===== src/rtl/mcca_accumulator_pkg.sv =====
// Shared definitions for the Manchester carry-chain accumulator: FSM state
// encoding, counter helpers and the adder width legality rule.
package mcca_accumulator_pkg;

    typedef enum logic [1:0] {
        IDLE  = 2'd0,
        ACCUM = 2'd1,
        DONE  = 2'd2
    } state_t;

    // The carry chain is built from 4-bit Manchester cells.
    localparam int CELL_W = 4;

    function automatic bit width_ok(input int w);
        return (w >= CELL_W) && ((w % CELL_W) == 0);
    endfunction

endpackage


===== src/rtl/MCCAxbit.sv =====
// Manchester carry-chain adder: 4-bit Manchester cells with a group-propagate
// skip between cells. Purely combinational.
module MCCAxbit
    import mcca_accumulator_pkg::*;
#(
    parameter int size = 16
) (
    input  logic [size-1:0] a,
    input  logic [size-1:0] b,
    input  logic            cin,
    output logic [size-1:0] sum,
    output logic            cout
);

    localparam int NCELL = size / CELL_W;

    logic [size-1:0] gen;
    logic [size-1:0] prop;
    logic [NCELL:0]  cell_c;

    assign gen       = a & b;
    assign prop      = a ^ b;
    assign cell_c[0] = cin;

    for (genvar g = 0; g < NCELL; g++) begin : g_cell
        logic [CELL_W:0] chain;
        logic            cell_p;

        assign chain[0] = cell_c[g];
        for (genvar j = 0; j < CELL_W; j++) begin : g_bit
            assign chain[j+1]          = gen[g*CELL_W+j] | (prop[g*CELL_W+j] & chain[j]);
            assign sum[g*CELL_W+j]     = prop[g*CELL_W+j] ^ chain[j];
        end

        // A fully propagating cell forwards its carry-in without rippling.
        assign cell_p      = &prop[g*CELL_W +: CELL_W];
        assign cell_c[g+1] = cell_p ? cell_c[g] : chain[CELL_W];
    end

    assign cout = cell_c[NCELL];

endmodule


===== src/rtl/mcca_accumulator.sv =====
// Packet accumulator around the Manchester carry-chain adder: sums a stream of
// operands, counts beats and carry-outs, and hands the result off per packet.
module mcca_accumulator
    import mcca_accumulator_pkg::*;
#(
    parameter int WIDTH   = 16,
    parameter int COUNT_W = 8
) (
    input  logic               clk,
    input  logic               rst_n,
    input  logic               clear,
    input  logic               in_valid,
    output logic               in_ready,
    input  logic [WIDTH-1:0]   in_data,
    input  logic               in_last,
    output logic               out_valid,
    input  logic               out_ready,
    output logic [WIDTH-1:0]   out_sum,
    output logic [COUNT_W-1:0] out_carries,
    output logic [COUNT_W-1:0] out_count
);

    if (!width_ok(WIDTH)) begin : g_width_check
        $error("mcca_accumulator: WIDTH must be a multiple of 4 and at least 4");
    end

    localparam logic [COUNT_W-1:0] CNT_MAX = '1;

    state_t             state;
    logic [WIDTH-1:0]   acc;
    logic [COUNT_W-1:0] carries;
    logic [COUNT_W-1:0] beats;
    logic               ready_q;
    logic               valid_q;

    logic [WIDTH-1:0]   add_sum;
    logic               add_cout;
    logic               beat_ok;

    MCCAxbit #(.size(WIDTH)) u_adder (
        .a    (acc),
        .b    (in_data),
        .cin  (1'b0),
        .sum  (add_sum),
        .cout (add_cout)
    );

    // ready_q is only high in IDLE/ACCUM, so this never fires in DONE.
    assign beat_ok = in_valid && ready_q;

    // NOTE: all state below is updated with non-blocking assignments so every
    // register samples the pre-edge values of its neighbours.
    always_ff @(posedge clk or negedge rst_n) begin
        if (!rst_n) begin
            state   <= IDLE;
            acc     <= '0;
            carries <= '0;
            beats   <= '0;
            ready_q <= 1'b1;
            valid_q <= 1'b0;
        end else if (clear) begin
            state   <= IDLE;
            acc     <= '0;
            carries <= '0;
            beats   <= '0;
            ready_q <= 1'b1;
            valid_q <= 1'b0;
        end else begin
            case (state)
                IDLE, ACCUM: begin
                    if (beat_ok) begin
                        acc <= add_sum;
                        if (add_cout && (carries != CNT_MAX)) begin
                            carries <= carries + COUNT_W'(1);
                        end
                        if (beats != CNT_MAX) begin
                            beats <= beats + COUNT_W'(1);
                        end
                        if (in_last) begin
                            state   <= DONE;
                            ready_q <= 1'b0;
                            valid_q <= 1'b1;
                        end else begin
                            state   <= ACCUM;
                        end
                    end
                end
                DONE: begin
                    if (out_ready) begin
                        state   <= IDLE;
                        acc     <= '0;
                        carries <= '0;
                        beats   <= '0;
                        ready_q <= 1'b1;
                        valid_q <= 1'b0;
                    end
                end
                default: begin
                    state   <= IDLE;
                    ready_q <= 1'b1;
                    valid_q <= 1'b0;
                end
            endcase
        end
    end

    assign in_ready    = ready_q;
    assign out_valid   = valid_q;
    assign out_sum     = acc;
    assign out_carries = carries;
    assign out_count   = beats;

endmodule


===== config.mk =====
export PLATFORM = sky130hd
export DESIGN_NAME = mcca_accumulator
export DESIGN_NICKNAME = d
export VERILOG_FILES = /design/src/rtl/mcca_accumulator_pkg.sv /design/src/rtl/MCCAxbit.sv /design/src/rtl/mcca_accumulator.sv
export SDC_FILE = /design/constraint.sdc
export NUM_CORES = 1
export LEC_CHECK = 0
export ABC_AREA = 1
export ABC_CLOCK_PERIOD_IN_PS = 22600
export BUFFER_PORTS_ARGS = -buffer_cell sky130_fd_sc_hd__buf_2
export CELL_PAD_IN_SITES_DETAIL_PLACEMENT = 2
export CELL_PAD_IN_SITES_GLOBAL_PLACEMENT = 2
export CORE_ASPECT_RATIO = 0.7
export CORE_MARGIN = 2
export CORE_UTILIZATION = 34
export CTS_CLUSTER_SIZE = 25
export DETAILED_ROUTE_END_ITERATION = 8
export GPL_TIMING_DRIVEN = 0
export PLACE_DENSITY_LB_ADDON = 0.1
export REMOVE_ABC_BUFFERS = 1
export SETUP_SLACK_MARGIN = 0.02
export SYNTH_ARGS = -nofsm -noshare
export SYNTH_HDL_FRONTEND = slang
export SYNTH_SLANG_ARGS = --single-unit

===== constraint.sdc =====
create_clock -name clk -period 22.6 [get_ports clk]
set_input_delay 3.39 -clock clk [delete_from_list [all_inputs] [get_ports clk]]
set_output_delay 3.39 -clock clk [all_outputs]
set_load 0.02 [all_outputs]

* Yosys cells after proc, flatten, opt, wreduce, memory -nomap -nowiden *
Cells that the tools add are included.

storage, ports and cells
  bits in registers = 36
  input bits = 22
  output and inout bits = 34
  word-level logic and storage cells = 110

cells by class
  reduce and logical (&&, ||, !) cells = 14
  eq/ne operators = 9
  add/sub/neg operators = 2
  muxes and demuxes = 32
  bitwise gates (word level) = 47

operators by type and width
  operator                                              number
  two-way mux 8 bit                                     7
  two-way mux 16 bit                                    3
  one-hot mux 16 bit (2 select lines)                   1
  one-hot mux 8 bit (2 select lines)                    2
  AND reduction 4 bit                                   6
  adder 8 x 1 -> 8 bit (second input constant)          2
  AND 16 bit                                            1
  inequality test 8 bit (second input constant)         2
  bitwise XOR 16 bit                                    1
  AND 1 bit                                             15
  inequality test 3 bit (second input constant)         5
  OR 1 bit                                              15
  bitwise XOR 1 bit                                     15
  two-way mux 1 bit                                     12
  two-way mux 2 bit                                     4
  AND reduction 3 bit                                   2
  one-hot mux 1 bit (2 select lines)                    2
  one-hot mux 2 bit (2 select lines)                    1
  nonzero test 3 bit                                    1
  equality test 2 x 1 -> 1 bit (second input constant)  1
  equality test 2 bit (second input constant)           1
  logical AND 1 bit                                     2
  logical NOT 2 bit                                     1
  AND reduction 2 bit                                   1
  OR reduction 2 bit                                    1

* Logic depth before layout (Yosys ltp) *
Gate-level depths: netlist (run 1).

  word-level depth = 40
  mapped depth = 33
  depth with buffers taken out = 33

* By module *
Synthesis (run 1) repeated with hierarchy kept, for this count alone.

second synthesis, totals
  cells, all modules = 303
  area, all modules = 2,547.4 um^2

by module, submodules not included
  module            instances  area an instance (um^2)  cells an instance  seq. area each (um^2)
  mcca_accumulator  1          1,856.8                  239                902.1
  MCCAxbit          1          690.7                    64                 0.0

* Least setup slack after synthesis (run 1) *
OpenSTA, ideal clock, no wires.

  path type = in2reg
  start point = input port in_data[0]
  end point = register carries[6], in the netlist out_carries[6]
  library setup time = 118 ps
  data required time = 22,482 ps
  path slack = 12,227 ps
  stages = 33
  data arrival time = 10,256 ps
  path buffers = 0
  cells stage by stage = ha_1 > inv_1 > fa_1 > fa_1 > inv_1 > fa_1 > o21ai_0 > inv_1 > fa_1 > inv_1 > fa_1 > fa_1 > fa_1 > o21ai_0 > nand2_1 > fa_1 > fa_1 > fa_1 > fa_1 > or2_2 > and2_1 > fa_1 > fa_1 > fa_1 > fa_1 > inv_1 > nor2_1 > a21oi_1 > nand2_1 > nand2_1 > nand2_1 > nand2_1 > nand2_1

between the ends
  word-level cells in the longest chain between the ends = 38
  elaborated cells between the ends (all ways) = 40
  classes of those cells = 1 x eq/ne; 4 x mux; 32 x bitwise; 3 x reduce/logical

ends and longest elaborated chain
  what                                        line                    text
  start: declaration                          mcca_accumulator.sv:14  input logic [WIDTH-1:0] in_data,
  AND 16 bit                                  MCCAxbit.sv:21          assign gen = a & b;
  AND 1 bit                                   MCCAxbit.sv:31          assign chain[j+1] = gen[g*CELL_W+j] | (prop[g*CELL_W+j] & chain[j]);
  OR 1 bit                                    MCCAxbit.sv:31
  AND 1 bit                                   MCCAxbit.sv:31
  OR 1 bit                                    MCCAxbit.sv:31
  AND 1 bit                                   MCCAxbit.sv:31
  OR 1 bit                                    MCCAxbit.sv:31
  two-way mux 1 bit (*)                       MCCAxbit.sv:37          assign cell_c[g+1] = cell_p ? cell_c[g] : chain[CELL_W];
  (+22 left out)                              --
  AND 1 bit                                   MCCAxbit.sv:31
  OR 1 bit                                    MCCAxbit.sv:31
  AND 1 bit                                   MCCAxbit.sv:31
  OR 1 bit                                    MCCAxbit.sv:31
  two-way mux 1 bit (*)                       MCCAxbit.sv:37
  logical AND 1 bit (*)                       mcca_accumulator.sv:73  if (add_cout && (carries != CNT_MAX)) begin
  inequality test 3 bit (no source line) (*)  --
  AND reduction 4 bit (no source line) (*)    --
  end signal: assignment                      mcca_accumulator.sv:74  carries <= carries + COUNT_W'(1);
  end: declaration                            mcca_accumulator.sv:31  logic [COUNT_W-1:0] carries;

Every way passes the cells marked *; elsewhere a longest branch is shown, timed or not.
A chain may end at the register's enable or synchronous reset.

* Final worst setup path (run 1) *
  start point = input port in_data[0]
  end point = register carries[2], in the netlist out_carries[2]

Same word-level chain as after synthesis.

==> results.md, run 1 <==
- Outcome: finished, final reports clean
- Most used cell, CP: fa_1
- # setup viols final: 0
- Slew HR: 0.4135
- Die ar.: just over 0.008 sq mm
- Cell Area, Synth: roughly 0.0025 sq mm
- RSZ-0062 raised after global routing: no
- Async set-reset flop share out of synthesis: 1.000
- Placed Cells: between 400 and 500
- Vias: approximately 2.2k
- Yosys cell types: 32
- CP endpoint kind: register
- Crit-path max FO: 9
- CP delay by family, top: adder cells
- CORE AREA: about 0.0072 sq mm
- Hpwl dp: 5395 um
- Die height: 76.01 um
- CP bufs+invs: 6
- Initial cell density of the core: 0.3488
- Number of buffers added on ports: between 50 and 60
- Post-Syn Instances: ~300
- Top_reg_cell synth: dfrtp_1
- Synthesized flop and latch total: 36
- CTS Buf Count: 5
- Tcrit/Tclk final: 0.4917
- Clk_skew: 0.006755 ns
- Die width: between 100 and 150 um
- Gr ovfl total: 0
- Post-CTS Setup Bufs: 0
- Initial DRC Count: just under 90
- Cts hold-fix bufs: 0
- DRC viols: 0
- Clock H-tree levels: 2
- Pins Over Slew Limit: 0
- Crit path DAT: 11.29 ns
- Leak: approximately 1.6 nW
- Syn avg cell area: 8.452 sq um
- PostCTS Resize Cnt: 0
- Clock Tree Root: clkbuf_8
- Power Total: 287.2 uW
- Synth Warn #: 0
- Setup ws final: around 11 ns
- Hold Vio Cnt, Final: 0
- Largest net degree at the start of global routing: 37
- Initial antenna violation count: 0
- Syn-to-layout area delta: 18.33%
- GPL Wtd Cong: 0.7702
- Avg WL per Cell: about 16 um
- Critical Path Stages: 34
- CTS sink count: 36
- Total of max-cap violations: 0
- Final wirelength: just over 7000 um
- Vias in the first global route: approximately 2.4k
- Nets: approximately 410
- Critical Path RT: 22.78 ns
- Share of cells above drive strength 1: 0.2119
- CTS clk-pin slew, worst paths: 0.08 ns
- Minimum clock period: 11.11 ns
- Worst skew pair latency: 0.30 ns
- PD cells: approximately 96 mW/mm^2
- Critical path startpoint category: input port
- Global-route wire length before repair: between 10,000 and 15,000 um
- Hold path cells: 2
- # rows: 26
- Worst-Margin Slew: between 0.8 and 0.9 ns
- CTS Buffer Depth: 2
- Tot GR Track Use: 0.1916
- Largest stage delay, worst path: just over 0.4 ns
- Via density: roughly 4.8
- Max VDD drop: between 30 and 40 uV
- Hold Crit Class: reg -> reg
- Final setup TNS: 0 ns
- DR pass1 iterations: 4
- CTS tree: done
- Post-DRT Antenna Nets: 0
- Critical path type: in -> reg
- Worst reg-to-reg path cell count: 33
- Boundary Pins: 56
- Post-Layout Cell Count: roughly 450
- Max Clk Rate: about 0.09 GHz
- Setup WS pre-CTS: around 11 ns
- Critical path's slowest cell: fa_1
- Number of synthesized flops with an enable pin: 0
- Sequential fraction of the synthesis area: 0.3582
- Antenna cells: 0
==> area by class of cell <==
| cell class | count | area, sq um |
|---|---|---|
| Fill cell | 860 | 4242 |
| Multi-Input combinational cell | 204 | 1381 |
| Sequential cell | 36 | 902.1 |
| Timing Repair Buffer | 55 | 275.3 |
| Inverter | 51 | 191.4 |
| Tap cell | 98 | 122.6 |
| Clock buffer | 6 | 72.57 |
| Clock inverter | 2 | 35.03 |
==> Yosys cell counts (2+ instances only) <==
cell type	number	share of area
dfrtp_1	35	0.35
nand4_1	2	0.0050
inv_2	2	0.0030
buf_4	2	0.0060
nand2_1	81	0.12
o31ai_1	13	0.039
buf_2	2	0.0040
a21oi_1	4	0.0079
xor2_1	3	0.010
fa_1	15	0.12
nor4_1	4	0.0099
nor3_1	4	0.0079
nand3_1	22	0.044
inv_1	48	0.072
ha_1	18	0.089
o21ai_0	7	0.014
nor2_1	17	0.025
o31ai_2	3	0.015
or2_2	3	0.0075
==> routing by layer <==
| layer | up-vias | global-route usage | part of all wire | routed length, um |
|---|---|---|---|---|
| met2 | 38 | 0.3051 | 0.45 | 3225 |
| met3 | 8 | 0.03507 | 0.035 | 251 |
| li1 | 1043 | - | - | - |
| met1 | 1071 | 0.2733 | 0.50 | 3556 |
| met4 | 0 | 0.03896 | 0.0079 | 56 |
| met5 | - | 0 | 0 | 0 |
==> worst min-delay path, stage by stage (launching register included) <==
cell and delay [ns]:
dfstp_2 0.38, nand2_1 0.06, nand2_1 0.05
==> sequential cells by signal, summed over array words and instances, names as in the netlist <==
name / flops
in_ready: 1
out_sum: 16
out_count: 8
out_valid: 1
state: 2
out_carries: 8
==> cells by family after synthesis <==
| family | count (synthesis) | share of synthesized area |
|---|---|---|
| AND/OR/NAND/NOR | 136 | 0.2350 |
| flip-flops | 36 | 0.3582 |
| adder cells (fa/ha/maj) | 33 | 0.2086 |
| buffers and inverters | 58 | 0.09339 |
| XOR/XNOR | 3 | 0.01043 |
| AO/OA/AOI/OAI | 32 | 0.09439 |
==> where the power goes <==
part / switching (mW) / leakage [nW] / internal (mW)
registers: 0.0186 / 0.480 / 0.0802
logic: 0.0822 / 1.02 / 0.0476
clock network: 0.0259 / 0.0552 / 0.0328
==> final timing paths <==
check | start | endpoint | slack, ns
hold / removal | in_ready | in_ready | 0.48
setup reg to reg | out_sum[0] | out_carries[2] | 14.27
min in group asynchronous | rst_n | out_sum[11] | 3.21
setup / recovery | in_data[0] | out_carries[2] | 11.49
max in group asynchronous | rst_n | out_carries[2] | 18.84
hold reg to reg | in_ready | in_ready | 0.48
==> metrics by stage <==
stage                     cell area, sq um  hold WS (ns)  utilization
after global routing                  2980        0.5198       0.4127
after CTS                             2980        0.4898       0.4127
final                                 2980        0.4825       0.4127
after detailed placement              2873        0.4733       0.3978
after floorplan                       2475        0.5022            -
after global placement                2873        0.4656       0.3978
==> layout by cell type (no fill, tap or decap), types with 2 or more instances in the layout <==
master / netlist / layout
nor4_1: 4 / 4
nand2_1: 81 / 81
ha_1: 18 / 18
inv_2: 2 / 2
a21oi_1: 4 / 4
o21ai_0: 7 / 7
dfrtp_1: 35 / 35
o31ai_2: 3 / 3
xor2_1: 3 / 3
o31ai_1: 13 / 13
nor3_1: 4 / 4
nand4_1: 2 / 2
buf_2: 2 / 55
fa_1: 15 / 15
clkbuf_8: 0 / 5
or2_2: 3 / 3
nand3_1: 22 / 22
nor2_1: 17 / 17
inv_1: 48 / 48
(Power assumes the default switching activity.)
==> run 2, diff against run 1 <==
--- a/config.mk
+++ b/config.mk
@@ -6,13 +6,13 @@
 export NUM_CORES = 1
 export LEC_CHECK = 0
 export ABC_AREA = 1
-export ABC_CLOCK_PERIOD_IN_PS = 22600
+export ABC_CLOCK_PERIOD_IN_PS = 10280
 export BUFFER_PORTS_ARGS = -buffer_cell sky130_fd_sc_hd__buf_2
 export CELL_PAD_IN_SITES_DETAIL_PLACEMENT = 2
 export CELL_PAD_IN_SITES_GLOBAL_PLACEMENT = 2
 export CORE_ASPECT_RATIO = 0.7
 export CORE_MARGIN = 2
-export CORE_UTILIZATION = 34
+export CORE_UTILIZATION = 32
 export CTS_CLUSTER_SIZE = 25
 export DETAILED_ROUTE_END_ITERATION = 8
 export GPL_TIMING_DRIVEN = 0
==> constraint.sdc (replaced) <==
create_clock -name clk -period 10.28 [get_ports clk]
set_input_delay 1.542 -clock clk [delete_from_list [all_inputs] [get_ports clk]]
set_output_delay 1.542 -clock clk [all_outputs]
set_load 0.02 [all_outputs]
==> run 2 against run 1 <==
First-iteration DRC count up 25%. Flip-flop and latch count is the same. Setup slack got worse by 10 ns. Via count barely moved. Worst hold slack worse by 0.0055 ns. Sequential power increased by 120%. Critical endpoint is now out_carries[7]. Critical path depth unchanged. Critical path type unchanged. Non-clock buffer count stayed put. Final cell count increased by 0.66%. Combinational power grew 120%. Core utilization shrank 3.0 points.
==> results.md, run 2 (synthesis results as in run 1) <==
- Post-CTS Setup Bufs: 0 (unchanged)
- GR Util met1: 0.2584 (-0.01490)
- Max VDD drop: 94.30 uV (+160%)
- Number of buffers added on ports: 55 (unchanged)
- GPL Wtd Cong: 0.7449 (-3.3%)
- # rows: 27 (+3.8%)
- Final wirelength: 6919 um (-2.4%)
- Global-route wire length before repair: 11,770 um (-4.7%)
- PD cells: 204.9 mW/mm^2 (+110%)
- M3 GR Usage: 0.03239 (-0.002681)
- Sw frac: 0.4582 (+0.01744)
- Boundary Pins: 56 (unchanged)
- CTS tree: done
- CTS clk-pin slew, worst paths: 0.08 ns (about the same)
- Pins Over Slew Limit: 0 (unchanged)
- Nets: 408 (unchanged)
- Cts hold-fix bufs: 0 (unchanged)
- Largest stage delay, worst path: 0.43 ns (+0.02 ns)
- Hold Vio Cnt, Final: 0 (unchanged)
- CTS Buffer Depth: 2 (unchanged)
- Outcome: finished, final reports clean
- Leak: 1.546 nW (-0.47%)
- Critical path type: in -> reg
- CP endpoint kind: register
- Clock H-tree levels: 2 (unchanged)
- Via density: 4.745 (-0.71%)
- Critical path startpoint category: input port
- Crit path DAT: 9.46 ns (-1.83 ns)
- Post-DRT Antenna Nets: 0 (unchanged)
- Syn-to-layout area delta: 17.68%
- CTS Buf Count: 5 (unchanged)
- Tcrit/Tclk final: 0.9024
- Hold slack: 0.4771 ns (-0.005479 ns)
- Initial antenna violation count: 0 (unchanged)
- Antenna cells: 0 (unchanged)
- Total of max-cap violations: 0 (unchanged)
- Share of cells above drive strength 1: 0.2147 (+0.002825)
- Initial cell density of the core: 0.3256 (-0.02318)
- Avg WL per Cell: 15.21 um (-3.0%)
- Critical Path RT: 10.46 ns (-12.32 ns)
- Hpwl dp: 5418 um (+0.43%)
- Max reg flops: 16 (unchanged)
- Worst-Margin Slew: 0.9026 ns (+0.02278 ns)
- DRC viols: 0 (unchanged)
- Final setup TNS: 0 ns (unchanged)
- Tot GR Track Use: 0.1787 (-0.01289)
- CP bufs+invs: 6 (unchanged)
- Minimum clock period: a little over 9 ns
- CORE AREA: 0.007736 sq mm (+7.1%)
- Die width: 110.0 um (+3.0%)
- Clock Tree Root: clkbuf_8
- RSZ-0062 raised after global routing: no
- Internal power: 329.0 uW (+100%)
- GR Util met2: 0.2712 (-0.03393)
- Hold Crit Class: reg -> reg
- Vias in the first global route: 2,328 (-2.7%)
- Slew HR: 0.3983 (-0.01519)
- Clk_skew: 0.01007 ns (+0.003314 ns)
- Worst skew pair latency: 0.29 ns (about the same)
- Comb power frac: 0.471 (+0.019)
- Gr ovfl total: 0 (unchanged)
- # setup viols final: 0 (unchanged)
- Vias: 2,159 (-0.046%)
- Clock share of power: 0.173 (-0.031)
- Commonest non-fill, non-tap cell in the layout: nand2_1
- Most frequent cells in the layout: nand2_1, buf_2, inv_1
- NetSw: 278.3 uW (+120%)
- Largest net degree at the start of global routing: 37 (unchanged)
- Initial DRC Count: 110 (+25%)
- Critical path's slowest cell: fa_1
- Flop pwr share: 0.356 (+0.012)
- Die ar.: 0.008607 sq mm (+6.0%)
- CTS sink count: 36 (unchanged)
- Max Clk Rate: 0.1078 GHz
- DR pass1 iterations: 4 (unchanged)
- Most used cell, CP: fa_1
- Most used routing layer: met2
- Crit-path max FO: 9 (unchanged)
- CP delay by family, top: adder cells
- Die height: 78.23 um (+2.9%)
- PostCTS Resize Cnt: 0 (unchanged)
-- run 2: power by group through the flow --
stage | clock network [mW] | registers (mW) | logic (mW)
after floorplan | 0 | 0.253 | 0.145
after global placement | 0 | 0.218 | 0.274
after detailed placement | 0 | 0.220 | 0.294
after CTS | 0.110 | 0.218 | 0.296
after global routing | 0.116 | 0.225 | 0.333
final | 0.105 | 0.216 | 0.286
-- run 2: path summary, 6_finish.rpt --
kind | from | to | slack, ns | cells after the start
min in group asynchronous | rst_n | out_count[4] | 1.35 | 1
max | in_data[0] | out_carries[7] | 1.00 | 34
min | in_ready | in_ready | 0.48 | 2
max reg2reg | out_sum[0] | out_carries[7] | 1.93 | 33
max in group asynchronous | rst_n | out_sum[9] | 8.33 | 1
min reg2reg | in_ready | in_ready | 0.48 | 2
-- run 2: worst register-to-register path: cells and delay by family, from the launching register on --
family          cells  cell delay (ns)
flops               1             0.39
buf+inv             5             0.35
fa+ha+maj          16             5.64
compound gates      3             0.38
simple gates        9             1.49
-- run 2: per-stage QoR --
stage	total power [mW]	std cells	area (sq um)	setup slack, ns	utilization
3_3_place_gp	0.4927	447	2877	0.8430	0.3718
2_1_floorplan	0.3982	291	2475	1.753	-
4_1_cts	0.6241	455	2964	0.9110	0.3831
3_5_place_dp	0.5136	447	2877	0.6244	0.3718
6_report	0.6073	455	2964	1.003	0.3831
5_1_grt	0.6739	455	2964	0.5007	0.3831
-- run 2: layout make-up --
cell class / count / area (sq um)
Fill cell: 916 / 4772
Multi-Input combinational cell: 204 / 1381
Sequential cell: 36 / 902.1
Timing Repair Buffer: 55 / 275.3
Inverter: 51 / 191.4
Tap cell: 101 / 126.4
Clock buffer: 5 / 68.82
Clock inverter: 3 / 18.77
-- run 2: routing by layer --
metal	vias to the layer above	wire [um]
met2	40	3059
met1	1073	3540
met5	-	0
li1	1039	-
met4	0	82
met3	7	235
